## config.mk

```make
export PLATFORM = sky130hd
export DESIGN_NAME = mem_arbiter
export DESIGN_NICKNAME = d
export VERILOG_FILES = /design/src/rtl/mem_arbiter.sv
export SDC_FILE = /design/constraint.sdc
export NUM_CORES = 1
export LEC_CHECK = 0
export CORE_MARGIN = 3
export CORE_UTILIZATION = 28
export DETAILED_ROUTE_END_ITERATION = 10
export PLACE_DENSITY = 0.87
export SYNTH_ARGS = -nofsm -noshare
export SYNTH_HDL_FRONTEND = slang
export SYNTH_SLANG_ARGS = --single-unit
```

## constraint.sdc

```tcl
create_clock -name clk -period 2.8 [get_ports clk]
set_input_delay 0.56 -clock clk [delete_from_list [all_inputs] [get_ports clk]]
set_output_delay 0.56 -clock clk [all_outputs]
set_load 0.1 [all_outputs]
```

## src/rtl/mem_arbiter.sv

```systemverilog
// mem_arbiter: shares one single-port RAM between the CPU and a DMA/loader port.
// The CPU wins contention until it has taken MAX_CPU_RUN grants in a row while
// the DMA is waiting, then the DMA gets one slot. Read data is returned to the
// requester that issued the read, one cycle after acceptance.
module mem_arbiter #(
    parameter int AW          = 9,
    parameter int DW          = 16,
    parameter int MAX_CPU_RUN = 4
) (
    input  logic          clk,
    input  logic          reset,
    input  logic [1:0]    cpu_cmd,
    input  logic [AW-1:0] cpu_addr,
    input  logic [DW-1:0] cpu_wdata,
    output logic          cpu_gnt,
    output logic          cpu_rvalid,
    output logic [DW-1:0] cpu_rdata,
    input  logic [1:0]    dma_cmd,
    input  logic [AW-1:0] dma_addr,
    input  logic [DW-1:0] dma_wdata,
    output logic          dma_gnt,
    output logic          dma_rvalid,
    output logic [DW-1:0] dma_rdata,
    output logic [AW-1:0] ram_addr,
    output logic          ram_write,
    output logic [DW-1:0] ram_din,
    input  logic [DW-1:0] ram_dout
);
    localparam logic [1:0] CMD_READ  = 2'b01;
    localparam logic [1:0] CMD_WRITE = 2'b10;
    // 4 bits covers the full 1..15 range of the run limit
    localparam int          CW      = 4;
    localparam logic [CW-1:0] RUN_MAX = CW'(MAX_CPU_RUN);

    logic          cpu_act;
    logic          dma_act;
    logic          cpu_sel;
    logic          dma_sel;
    logic [CW-1:0] run_cnt_p1;
    logic          cpu_vld_p1;
    logic          dma_vld_p1;

    // Saturating increment keeps the run counter pinned at the limit
    function automatic logic [CW-1:0] sat_inc(input logic [CW-1:0] v);
        logic [CW-1:0] r;
        if (v >= RUN_MAX) r = RUN_MAX;
        else              r = v + 1'b1;
        return r;
    endfunction

    // Request decode and grant; reserved and NONE commands are never active
    always_comb begin
        cpu_act = (cpu_cmd == CMD_READ) || (cpu_cmd == CMD_WRITE);
        dma_act = (dma_cmd == CMD_READ) || (dma_cmd == CMD_WRITE);
        cpu_sel = reset && cpu_act && (!dma_act || (run_cnt_p1 < RUN_MAX));
        dma_sel = reset && dma_act && (!cpu_act || (run_cnt_p1 >= RUN_MAX));
    end

    assign cpu_gnt = cpu_sel;
    assign dma_gnt = dma_sel;

    // Steer the granted requester onto the RAM; idle cycles park on the CPU address
    always_comb begin
        ram_addr  = '0;
        ram_din   = '0;
        ram_write = 1'b0;
        if (dma_sel) begin
            ram_addr  = dma_addr;
            ram_din   = dma_wdata;
            ram_write = (dma_cmd == CMD_WRITE);
        end else if (reset) begin
            ram_addr  = cpu_addr;
            ram_din   = cpu_wdata;
            ram_write = cpu_sel && (cpu_cmd == CMD_WRITE);
        end
    end

    // ---- stage p1: accepted at this edge, visible next cycle ----

    // Count consecutive CPU wins while the DMA waits; any other outcome clears it
    always_ff @(posedge clk or negedge reset) begin
        if (!reset) begin
            run_cnt_p1 <= '0;
        end else if (cpu_sel && dma_act) begin
            run_cnt_p1 <= sat_inc(run_cnt_p1);
        end else begin
            run_cnt_p1 <= '0;
        end
    end

    // Remember who owns the read data coming back from the RAM next cycle
    always_ff @(posedge clk or negedge reset) begin
        if (!reset) begin
            cpu_vld_p1 <= 1'b0;
            dma_vld_p1 <= 1'b0;
        end else begin
            cpu_vld_p1 <= cpu_sel && (cpu_cmd == CMD_READ);
            dma_vld_p1 <= dma_sel && (dma_cmd == CMD_READ);
        end
    end

    assign cpu_rvalid = cpu_vld_p1;
    assign dma_rvalid = dma_vld_p1;
    assign cpu_rdata  = ram_dout;
    assign dma_rdata  = ram_dout;

endmodule

```

== Word level (Yosys, flattened, before mapping) ==
Index checks and enable logic that the tools add are counted.

* Flip-flop bits (word level): 6
* Output and inout bits: 62
* Logic and storage cells: 32
* Bits of input ports: 72

* Mux-type cells: 8
* Add/subtract/negate cells: 1
* Equal/unequal tests: 4
* $lt $le $gt $ge: 2
* Reduce and logical (&&, ||, !) cells: 14

{| class="wikitable"
|+ Operators with widths
! kind !! number
|-
| 2-to-1 mux 16 bit || 2
|-
| 2-to-1 mux 9 bit || 2
|-
| logical AND 1 bit || 8
|-
| 2-to-1 mux 4 bit || 2
|-
| adder 4 x 1 -> 4 bit (second input constant) || 1
|-
| == test 2 x 1 -> 1 bit (second input constant) || 2
|-
| == test 2 bit (second input constant) || 2
|-
| greater-or-equal comparator 4 x 3 -> 1 bit (second input constant) || 1
|-
| logical OR 1 bit || 4
|-
| < comparator 4 x 3 -> 1 bit (second input constant) || 1
|-
| zero test 1 bit || 2
|-
| 2-to-1 mux 1 bit || 2
|}

== Depth between registers and ports, before layout ==
Gate-level depths: netlist of the first run.

* Depth in word-level cells: 8
* Mapped depth: 7
* Gate-level depth less buffers: 5

== Least setup slack after synthesis of the first run ==
No wires, ideal clock.

* Path type: input port to output port
* From: input cpu_cmd[0]
* To: output ram_write
* Data required time: 2.240 ns
* Arrival time: 3.286 ns
* Cell stages on the path: 5
* Path slack: -1.046 ns
* Buffers on the path: 0
* Cells stage by stage: inv_1 > ha_1 > nand2b_1 > nor2_1 > a22o_1

* Longest elaborated chain between the ends: 7
* Elaborated cells between the ends (all ways): 11
* Classes of those cells: eq/ne (2); mux (2); reduce/logical (7)

{| class="wikitable"
|+ RTL lines
! item !! line !! source
|-
| start: declaration || 12 || <nowiki>input logic [1:0] cpu_cmd,</nowiki>
|-
| == test 2 x 1 -> 1 bit / == test 2 bit (equally long branches) || 53 || <nowiki>cpu_act = (cpu_cmd == CMD_READ) || (cpu_cmd == CMD_WRITE);</nowiki>
|-
| logical OR 1 bit (*) || 53 ||
|-
| logical AND 1 bit (*) (2 in a row) || 55 || <nowiki>cpu_sel = reset && cpu_act && (!dma_act || (run_cnt_p1 < RUN_MAX));</nowiki>
|-
| named net cpu_gnt || 15 || <nowiki>output logic cpu_gnt,</nowiki>
|-
| logical AND 1 bit (*) || 74 || <nowiki>ram_write = cpu_sel && (cpu_cmd == CMD_WRITE);</nowiki>
|-
| 2-to-1 mux 1 bit (*) || 71 || <nowiki>end else if (reset) begin</nowiki>
|-
| 2-to-1 mux 1 bit (*) || 67 || <nowiki>if (dma_sel) begin</nowiki>
|-
| end: declaration || 25 || <nowiki>output logic ram_write,</nowiki>
|}

Mark *: on every way through the listed nets, which the timed path passes. The rest lies on a longest branch.

== Worst setup path after layout of the first run ==
* From: input dma_cmd[1]
* To: output ram_addr[3]

* Longest elaborated chain between the ends: 5
* Elaborated cells between the ends (all ways): 6
* Classes of those cells: eq/ne (2); mux (1); reduce/logical (3)

{| class="wikitable"
|+ RTL lines
! item !! line !! source
|-
| start: declaration || 18 || <nowiki>input logic [1:0] dma_cmd,</nowiki>
|-
| == test 2 x 1 -> 1 bit / == test 2 bit (equally long branches) || 54 || <nowiki>dma_act = (dma_cmd == CMD_READ) || (dma_cmd == CMD_WRITE);</nowiki>
|-
| logical OR 1 bit (*) || 54 ||
|-
| logical AND 1 bit (*) (2 in a row) || 56 || <nowiki>dma_sel = reset && dma_act && (!cpu_act || (run_cnt_p1 >= RUN_MAX));</nowiki>
|-
| 2-to-1 mux 9 bit (*) || 67 ||
|-
| end: declaration || 24 || <nowiki>output logic [AW-1:0] ram_addr,</nowiki>
|}

Mark *: on every way between the ends. The rest lies on a longest branch, timed or not.

==> results_dict.tcl, run 1 <==
set metrics [dict create \
    outcome "finished, final reports clean" \
    chipWidth_um 67.5 \
    setup-violations-final 0 \
    synthesized_area_fraction_occupied_by_xor_and_xnor_cells_pct 0 \
    drcViolationCount 0 \
    hold_buffers 0 \
    avgViaCountPerCell 4.37 \
    yosys.area.top_type_share_pct 23.6 \
    design.core.area_mm2 0.00349 \
    regArea_um2 150 \
    post_synth_mux_area_share_pct 23.6 \
    clockRootBuffer "clkbuf_8" \
    synthCells 141 \
    synthesis.yosys.warnings 0 \
    post-dp-hpwl_mm 2.89 \
    compound_gate_fraction_of_synth_area_pct 1.77 \
    largest_family_of_logic_cells_by_synthesized_area "buffers and inverters" \
    synth.ff_latch_count 6 \
    finClkSkew_ns 0.00417 \
    setup.worst_path.start_class "primary input" \
    cellPowerDensity_mw_per_mm2 391 \
    met2WireLength_mm 2.12 \
    crit_path_end_kind "primary output" \
    switching_share_pct 48.0 \
    routabilityCongestion 0.621 \
    total_length_of_routed_met3_wires_um 438 \
    detail_route.first_pass.iterations 4 \
    intPower_w 0.000493 \
    fmax_mhz 370 \
    synthToLayoutAreaGrowth_pct 128 \
    highest_count_cells_in_the_layout_ignoring_fill_and_taps "clkdlybuf4s50_1 (50), buf_12 (30), inv_1 (27), nand2_1 (25), mux2i_4 (18)" \
    tritoncts "built" \
    port_buffers 85 \
    synth_simple_gate_area_share_pct 15.5 \
    reg2reg_setup_slack_ns 1.50 \
    row_count 21 \
    grt.overflow.total 0 \
    drive_above_1_share_pct 39.0 \
    clock_sinks 6 \
    number_of_h_tree_levels 1 \
    worst_skew_pair.late_latency_ns 0.23 \
    cts_buffers 3 \
    power.share.combinational_pct 76.3 \
    synth.yosys.seq_area_share_pct 14.2 \
    mostFrequentLayoutCell "clkdlybuf4s50_1" \
    die_y_um 67.5 \
    wirelength_mm 3.95 \
    cts.path.max_buffers 2 \
    leakagePower_nw 1.08 \
    synthTopCellsByArea "mux2i_1 (24%), buf_4 (23%), dfrtp_1 (14%), inv_1 (10%), nand2_1 (8.9%)" \
    period_minus_slack_ns 2.70 \
    floorplan.io_pins 134 \
    dr_total_vias 1076 \
    finalMaxSlewViolations 0 \
    multiInputGateArea_um2 786 \
    synth_largest_area_cell "mux2i_1" \
    final.fill_count 234 \
    holdCritPathClass "in2async" \
    fin_setup_tns_ns 0 \
    timing.critical_path.fanout_max 5 \
    clkTransAtPathRegs_ns 0.04 \
    syn_area_per_cell_um2 7.52 \
    grt_pass1_vias 1156 \
    finalCritPeriodShare_pct 96.6 \
    hold_viol_final 0 \
    number_of_nets_in_the_layout 279 \
    antennaDiodeCount 0 \
    synth_fp_nets 218 \
    grt_max_degree 19 \
    max-cap-violations 0 \
    dp.cells 239 \
    drt-met1-wl_mm 1.33 \
    pwr-share-seq_pct 9.6 \
    grt_antenna_before_repair 0 \
    area_share_of_fa_ha_maj_cells_after_synthesis_pct 5.90 \
    synth_cell_type_count 20 \
    power.net_switching_w 0.000454 \
    setup_repair_after_global_routing_missed_its_margin "no" \
    grt_pass1_wl_mm 5.97 \
    worstPathArrival_ns 2.14 \
    grtUsageTotal_pct 18.0 \
    dieArea_mm2 0.00456 \
    clock_network_power_share_pct 14.1 \
    required_ns 2.24 \
    top_layer "met4" \
    antenna_violating_nets_post_route 0 \
    start_util_pct 30.3 \
    routed_wire_length_per_instance_um 16.1 \
    drtIter0Drc 49 \
    syn-cell-area_mm2 0.00106 \
    timing.hold.ws_ns 0.381 \
    fin_cells 246 \
    irDropWorstVdd_mv 0.215 \
    timing.setup.critical_path_class "in2out" \
]
[critical path: stages]
cell	delay [ns]
dlygate4sd2_1	0.27
ha_4	0.24
nor3b_4	0.21
buf_12	0.16
buf_12	0.10
buf_16	0.13
mux2i_4	0.26
buf_12	0.20
[registers in the layout (all words and copies together), names as in the netlist]
signal,cells
run_cnt_p1,4
dma_rvalid,1
cpu_rvalid,1
[layer usage]
layer / global-route usage (%) / vias up
li1: - / 514
met1: 18.3 / 486
met2: 32.6 / 68
met3: 7.49 / 8
met4: 6.33 / 0
met5: 0 / -
[timing repair]
item / 4_1_cts / 5_1_grt
buffers inserted: 2 / 0
gates cloned: 2 / 0
setup endpoints to repair: 27 / 20
resized for setup: 20 / 6
pin swaps: 1 / 1
hold endpoints to repair: 0 / 0
[cell families (layout without fill, tap and decap cells)]
logic type | count (synthesis) | after routing
compound gates | 2 | 2
fa+ha+maj | 5 | 5
buf+inv | 67 | 126
flops | 6 | 6
mux | 25 | 25
other cells | 1 | 1
simple gates | 35 | 35
[worst paths after layout]
check | from | end | depth (start not counted)
setup / recovery | dma_cmd[1] | ram_addr[3] | 8
hold / removal | reset | run_cnt_p1[3] | 2
setup reg to reg | run_cnt_p1[3] | dma_rvalid | 5
hold reg to reg | run_cnt_p1[0] | run_cnt_p1[0] | 1
max in group asynchronous | reset | run_cnt_p1[1] | 2
min in group clk | run_cnt_p1[0] | run_cnt_p1[0] | 1
[layout make-up]
cell class,count,area share [%]
repair buffers,94,52.8
multi-input cells,68,32.5
flip-flops and latches,6,6.20
inverters,29,4.50
well taps,46,2.38
clock buffers,3,1.71
[power groups by stage]
stage	sequential, W	clock, W	combinational (W)
detailed placement	0.0000917	0	0.000673
global placement	0.0000916	0	0.000664
finish	0.0000907	0.000134	0.000723
floorplan	0.0000977	0	0.000620
global route	0.0000909	0.000142	0.000746
CTS	0.0000907	0.000137	0.000725
[per-stage QoR]
step	util [%]	power [W]	cell area [um^2]	setup WS [ns]
final	69.3	0.000947	2420	0.0952
after global routing	69.3	0.000979	2420	0.0252
after CTS	69.4	0.000953	2420	0.0113
after detailed placement	62.7	0.000765	2190	-0.243
after global placement	62.7	0.000756	2190	-0.212
after floorplan	-	0.000717	1260	-0.270
[Yosys cell counts]
cell type	instances
a22o_1	1
and2_1	4
buf_12	1
buf_4	33
buf_6	1
buf_8	1
clkbuf_1	2
conb_1	1
dfrtp_1	6
ha_1	5
inv_1	29
mux2i_1	25
nand2_1	25
nand2b_1	1
nor2_1	1
nor2b_1	1
nor3_2	1
nor3b_2	1
nor4_1	1
o21ba_2	1
No activity file was read; power rests on OpenSTA's default activity.
==> run 2: changes to the inputs <==
--- a/config.mk
+++ b/config.mk
@@ -7,8 +7,9 @@
 export LEC_CHECK = 0
 export CORE_MARGIN = 3
 export CORE_UTILIZATION = 28
+export CTS_CLUSTER_DIAMETER = 150
 export DETAILED_ROUTE_END_ITERATION = 10
-export PLACE_DENSITY = 0.87
+export PLACE_DENSITY = 0.94
 export SYNTH_ARGS = -nofsm -noshare
 export SYNTH_HDL_FRONTEND = slang
 export SYNTH_SLANG_ARGS = --single-unit
==> results_dict.tcl, run 2 (same netlist as run 1, synthesis figures left out) <==
set metrics [dict create \
    mostFrequentLayoutCell "clkdlybuf4s50_1" \
    antenna_violating_nets_post_route 0 \
    post-place-ws_ns -0.246 \
    drtIter0Drc 14 \
    clkTransAtPathRegs_ns 0.03 \
    irDropWorstVdd_mv 0.355 \
    cp_top_family "buffers and inverters" \
    cp_num_buf_inv 5 \
    detail_route.first_pass.iterations 3 \
    dieArea_mm2 0.00456 \
    grt_pass1_wl_mm 5.59 \
    avgViaCountPerCell 4.29 \
    cts_buffers 3 \
    outcome "finished, final reports clean" \
    power.net_switching_w 0.000455 \
    cts.path.max_buffers 2 \
    cp_slowest_stage_delay_ns 0.52 \
    pwr-share-seq_pct 9.4 \
    finClkSkew_ns 0.00257 \
    max-cap-violations 0 \
    cellPowerDensity_mw_per_mm2 380 \
    drive_above_1_share_pct 40.8 \
    row_count 21 \
    grt_max_degree 17 \
    finalWorstSetupSlack_ns 0.0935 \
    post-dp-hpwl_mm 2.78 \
    finalCritPeriodShare_pct 96.7 \
    required_ns 2.24 \
    utilization_pct 73.0 \
    drcViolationCount 0 \
    intPower_w 0.000515 \
    worstPathArrival_ns 2.15 \
    grt_antenna_before_repair 0 \
    multiInputGateArea_um2 853 \
    final_cell_area_mm2 0.00255 \
    tritoncts "built" \
    cp_slowest_cell "clkdlybuf4s50_1" \
    floorplan.io_pins 134 \
    switching_share_pct 46.9 \
    design.core.area_mm2 0.00349 \
    largest_register "run_cnt_p1" \
    reg2reg_setup_slack_ns 1.43 \
    wirelength_mm 3.76 \
    clock_sinks 6 \
    antennaDiodeCount 0 \
    clockRootBuffer "clkbuf_8" \
    chipWidth_um 67.5 \
    timing.critical_path.fanout_max 5 \
    setup-violations-final 0 \
    power.share.combinational_pct 77.7 \
    highest_count_cells_in_the_layout_ignoring_fill_and_taps "clkdlybuf4s50_1 (51), buf_12 (33), inv_1 (27), nand2_1 (25), mux2i_4 (25)" \
    die_y_um 67.5 \
    grt_pass1_vias 1178 \
    timing.setup.critical_path_class "in2out" \
    number_of_nets_in_the_layout 285 \
    synthToLayoutAreaGrowth_pct 141 \
    worst_skew_pair.late_latency_ns 0.22 \
    number_of_h_tree_levels 1 \
    crit_top_cell "buf_12" \
    leakagePower_nw 1.10 \
    clock_network_power_share_pct 12.9 \
    routed_wire_length_per_instance_um 14.9 \
    grt.overflow.total 0 \
    placement.cell_area_mm2 0.00220 \
    holdCritPathClass "reg2reg" \
    critical_path.cell_chain "clkdlybuf4s50_1 -> nor3b_4 -> buf_4 -> buf_12 -> buf_8 -> mux2i_4 -> buf_12" \
    routabilityCongestion 0.715 \
    largest_register_ff_count 4 \
    hold_buffers 0 \
    dr_total_vias 1080 \
    crit_path_end_kind "primary output" \
    hold_viol_final 0 \
    grtUsageTotal_pct 16.6 \
    start_util_pct 30.3 \
    setup_repair_after_global_routing_missed_its_margin "no" \
    period_minus_slack_ns 2.71 \
    port_buffers 85 \
    regArea_um2 150 \
    final.fill_count 252 \
    setup.worst_path.start_class "primary input" \
    fmax_mhz 369 \
    finalMaxSlewViolations 0 \
]
-- run 2: cell count changes in the layout (fill, tap and decap cells not counted) --
cell / delta
buf_12: +3
buf_16: -1
buf_4: +3
buf_6: +1
clkdlybuf4s15_1: -1
clkdlybuf4s50_1: +1
dlygate4sd2_1: +1
dlymetal6s2s_1: -1
mux2i_2: -7
mux2i_4: +7
nor3_2: -1
nor3_4: +1
-- run 2: layer usage --
layer,GRT usage [%],share of wire [%],vias up
met5,0,0,-
met4,3.80,1.1,0
met3,6.49,11,6
met2,32.4,55,61
met1,16.1,33,483
li1,-,-,530
-- run 2: power groups by stage --
stage	combinational, W	clock [W]	sequential [W]
floorplan	0.000620	0	0.0000977
global placement	0.000666	0	0.0000917
detailed placement	0.000674	0	0.0000918
CTS	0.000750	0.000131	0.0000911
global route	0.000778	0.000139	0.0000914
finish	0.000754	0.000125	0.0000911
-- run 2: through the flow --
stage / power [W] / instances / setup TNS, ns / hold slack [ns]
after floorplan: 0.000717 / 141 / -3.75 / 0.264
after global placement: 0.000757 / 238 / -4.73 / 0.419
after detailed placement: 0.000766 / 238 / -5.33 / 0.428
after CTS: 0.000972 / 250 / 0 / 0.432
after global routing: 0.00101 / 252 / 0 / 0.456
final: 0.000970 / 252 / 0 / 0.431
-- run 2: timing repair --
action | in CTS | in global routing
buffers inserted | 7 | 2
cloned | 2 | 0
gates resized for setup | 28 | 4
pin swaps | 1 | 2
endpoints found under the hold margin | 0 | 0
endpoints found under the setup margin | 26 | 18
-- run 2: cell type report --
type | instances | share of cell area (%)
timing repair buffer | 100 | 52.5
multi-input combinational | 68 | 33.4
sequential | 6 | 5.89
inverter | 29 | 4.27
tap | 46 | 2.26
clock buffer | 3 | 1.62
-- run 2: worst paths after layout --
| kind | cells after the start | start | end |
|---|---|---|---|
| setup / recovery | 7 | reset | ram_addr[7] |
| hold / removal | 1 | run_cnt_p1[0] | run_cnt_p1[0] |
| setup reg to reg | 6 | run_cnt_p1[3] | dma_rvalid |
| hold reg to reg | 1 | run_cnt_p1[0] | run_cnt_p1[0] |
| max in group asynchronous | 2 | reset | run_cnt_p1[3] |
| min in group asynchronous | 2 | reset | run_cnt_p1[2] |
==> run 3: changes to the inputs <==
--- a/config.mk
+++ b/config.mk
@@ -6,10 +6,11 @@
 export NUM_CORES = 1
 export LEC_CHECK = 0
 export CORE_MARGIN = 3
-export CORE_UTILIZATION = 28
+export CORE_UTILIZATION = 26
 export CTS_CLUSTER_DIAMETER = 150
 export DETAILED_ROUTE_END_ITERATION = 10
-export PLACE_DENSITY = 0.94
+export MAX_ROUTING_LAYER = met4
+export PLACE_DENSITY = 0.89
 export SYNTH_ARGS = -nofsm -noshare
 export SYNTH_HDL_FRONTEND = slang
 export SYNTH_SLANG_ARGS = --single-unit
==> constraint.sdc (replaced) <==
create_clock -name clk -period 3.01 [get_ports clk]
set_input_delay 0.602 -clock clk [delete_from_list [all_inputs] [get_ports clk]]
set_output_delay 0.602 -clock clk [all_outputs]
set_load 0.1 [all_outputs]
==> results_dict.tcl, run 3 (same netlist as run 1, synthesis figures left out) <==
set metrics [dict create \
    cp_top_family "buffers and inverters" \
    number_of_h_tree_levels 1 \
    leakagePower_nw 1.09 \
    finalCritPeriodShare_pct 97.3 \
    timing.critical_path.fanout_max 4 \
    met2_usage_pct 31.0 \
    switching_share_pct 47.3 \
    final_cell_area_mm2 0.00250 \
    irDropWorstVdd_mv 0.328 \
    finalMaxSlewViolations 0 \
    crit_path_end_kind "primary output" \
    clock_network_power_share_pct 13.0 \
    drcViolationCount 0 \
    met1_usage_pct 20.2 \
    post-dp-hpwl_mm 3.10 \
    avgViaCountPerCell 4.30 \
    grt_pass1_vias 1249 \
    design.core.area_mm2 0.00380 \
    dieArea_mm2 0.00488 \
    grt.overflow.total 0 \
    intPower_w 0.000468 \
    start_util_pct 27.9 \
    antenna_violating_nets_post_route 0 \
    grtUsageTotal_pct 17.7 \
    cts_buffers 3 \
    cts.path.max_buffers 2 \
    setup.worst_path.start_class "primary input" \
    max-cap-violations 0 \
    finClkSkew_ns 0.00152 \
    fmax_mhz 342 \
    post-place-ws_ns -0.206 \
    timing.hold.ws_ns 0.428 \
    pwr-share-seq_pct 9.5 \
    routabilityCongestion 0.803 \
    row_count 22 \
    cellPowerDensity_mw_per_mm2 355 \
    hold_viol_final 0 \
    floorplan.io_pins 134 \
    number_of_nets_in_the_layout 283 \
    utilization_pct 65.7 \
    setup_repair_after_global_routing_missed_its_margin "no" \
    cp_slowest_cell "ha_4" \
    groute.layer.met3.usage_pct 3.62 \
    die_y_um 69.8 \
    tritoncts "built" \
    setup-violations-final 0 \
    wirelength_mm 4.13 \
    port_buffers 85 \
    chipWidth_um 69.8 \
    holdCritPathClass "reg2reg" \
    worstPathArrival_ns 2.33 \
    grt_max_degree 20 \
    dr_total_vias 1084 \
    required_ns 2.41 \
    power.net_switching_w 0.000420 \
    grt_pass1_wl_mm 6.58 \
    finalWorstSetupSlack_ns 0.0824 \
    detail_route.first_pass.iterations 4 \
    antennaDiodeCount 0 \
    placement.cell_area_mm2 0.00225 \
    drive_above_1_share_pct 38.2 \
    drtIter0Drc 42 \
    routed_wire_length_per_instance_um 16.4 \
    critical_path.cell_chain "dlygate4sd2_1 -> inv_1 -> ha_4 -> nor3_2 -> nor3b_4 -> buf_6 -> bufbuf_16 -> mux2i_4 -> buf_12" \
    clock_sinks 6 \
    cp_num_buf_inv 5 \
    cp_slowest_stage_delay_ns 0.27 \
    timing.setup.critical_path_class "in2out" \
    clockRootBuffer "clkbuf_8" \
    grt_antenna_before_repair 0 \
    largest_register "run_cnt_p1" \
    highest_count_cells_in_the_layout_ignoring_fill_and_taps "clkdlybuf4s50_1 (51), buf_12 (29), inv_1 (28), nand2_1 (25), mux2i_4 (25)" \
    period_minus_slack_ns 2.93 \
    synthToLayoutAreaGrowth_pct 136 \
    grt_most_used_layer "met2" \
    outcome "finished, final reports clean" \
    worst_skew_pair.late_latency_ns 0.22 \
    power.share.combinational_pct 77.5 \
    mostFrequentLayoutCell "clkdlybuf4s50_1" \
    largest_register_ff_count 4 \
    clkTransAtPathRegs_ns 0.03 \
]
[run 3: changes by cell type in the layout (fill, tap and decap cells not counted)]
cell / delta
bufbuf_16: +1
a22o_1: +1
clkbuf_2: -2
buf_4: +1
dlygate4sd2_1: +2
buf_6: +1
inv_1: +1
a22o_2: -1
nor3_4: -1
buf_16: -1
buf_12: -4
inv_2: -1
nor3_2: +1
[run 3: through the flow]
| step | power, W | cells | TNS (ns) |
|---|---|---|---|
| finish | 0.000887 | 252 | 0 |
| floorplan | 0.000674 | 141 | -4.03 |
| global route | 0.000919 | 252 | 0 |
| detailed placement | 0.000724 | 244 | -3.41 |
| global placement | 0.000715 | 244 | -2.45 |
| CTS | 0.000891 | 252 | 0 |
[run 3: worst reg2reg max path, delay by kind of cell, from the launching register on]
family / cells / cell delay (ns)
DFF: 1 / 0.39
buffers and inverters: 2 / 0.30
and+or+nand+nor: 3 / 0.49
[run 3: final cells by class]
cell class | count | area, um^2
Multi-Input combinational cell | 68 | 846
Inverter | 29 | 109
Clock buffer | 3 | 41.3
Tap cell | 48 | 60.1
Timing Repair Buffer | 98 | 1290
Sequential cell | 6 | 150
Fill cell | 247 | 1300
[run 3: metal layers]
layer | up-vias | wire length [um]
met3 | 19 | 366
met4 | 0 | 73
li1 | 520 | -
met2 | 64 | 2090
met5 | - | 0
met1 | 481 | 1590
[run 3: power groups by stage]
stage / Clock (W) / Sequential, W / Combinational (W)
6_report: 0.000115 / 0.0000844 / 0.000687
5_1_grt: 0.000128 / 0.0000846 / 0.000707
4_1_cts: 0.000120 / 0.0000844 / 0.000686
3_5_place_dp: 0 / 0.0000854 / 0.000639
3_3_place_gp: 0 / 0.0000852 / 0.000630
2_1_floorplan: 0 / 0.0000909 / 0.000583
[run 3: worst paths after layout]
| path | from | end | slack [ns] | cells past startpoint |
|---|---|---|---|---|
| worst max-delay path | cpu_cmd[0] | ram_din[11] | 0.08 | 9 |
| worst min-delay path | run_cnt_p1[0] | run_cnt_p1[0] | 0.43 | 1 |
| worst max register to register | run_cnt_p1[3] | dma_rvalid | 1.71 | 5 |
| worst min register to register | run_cnt_p1[0] | run_cnt_p1[0] | 0.43 | 1 |
| max in group asynchronous | reset | cpu_rvalid | 1.82 | 3 |
| min in group asynchronous | reset | run_cnt_p1[3] | 0.76 | 2 |
[run 3: timing repair]
action,CTS,global route
hold buffers,0,0
resized for setup,25,1
buffers inserted,4,0
pin swaps,2,1
setup endpoints to repair,26,3
cloned,2,0
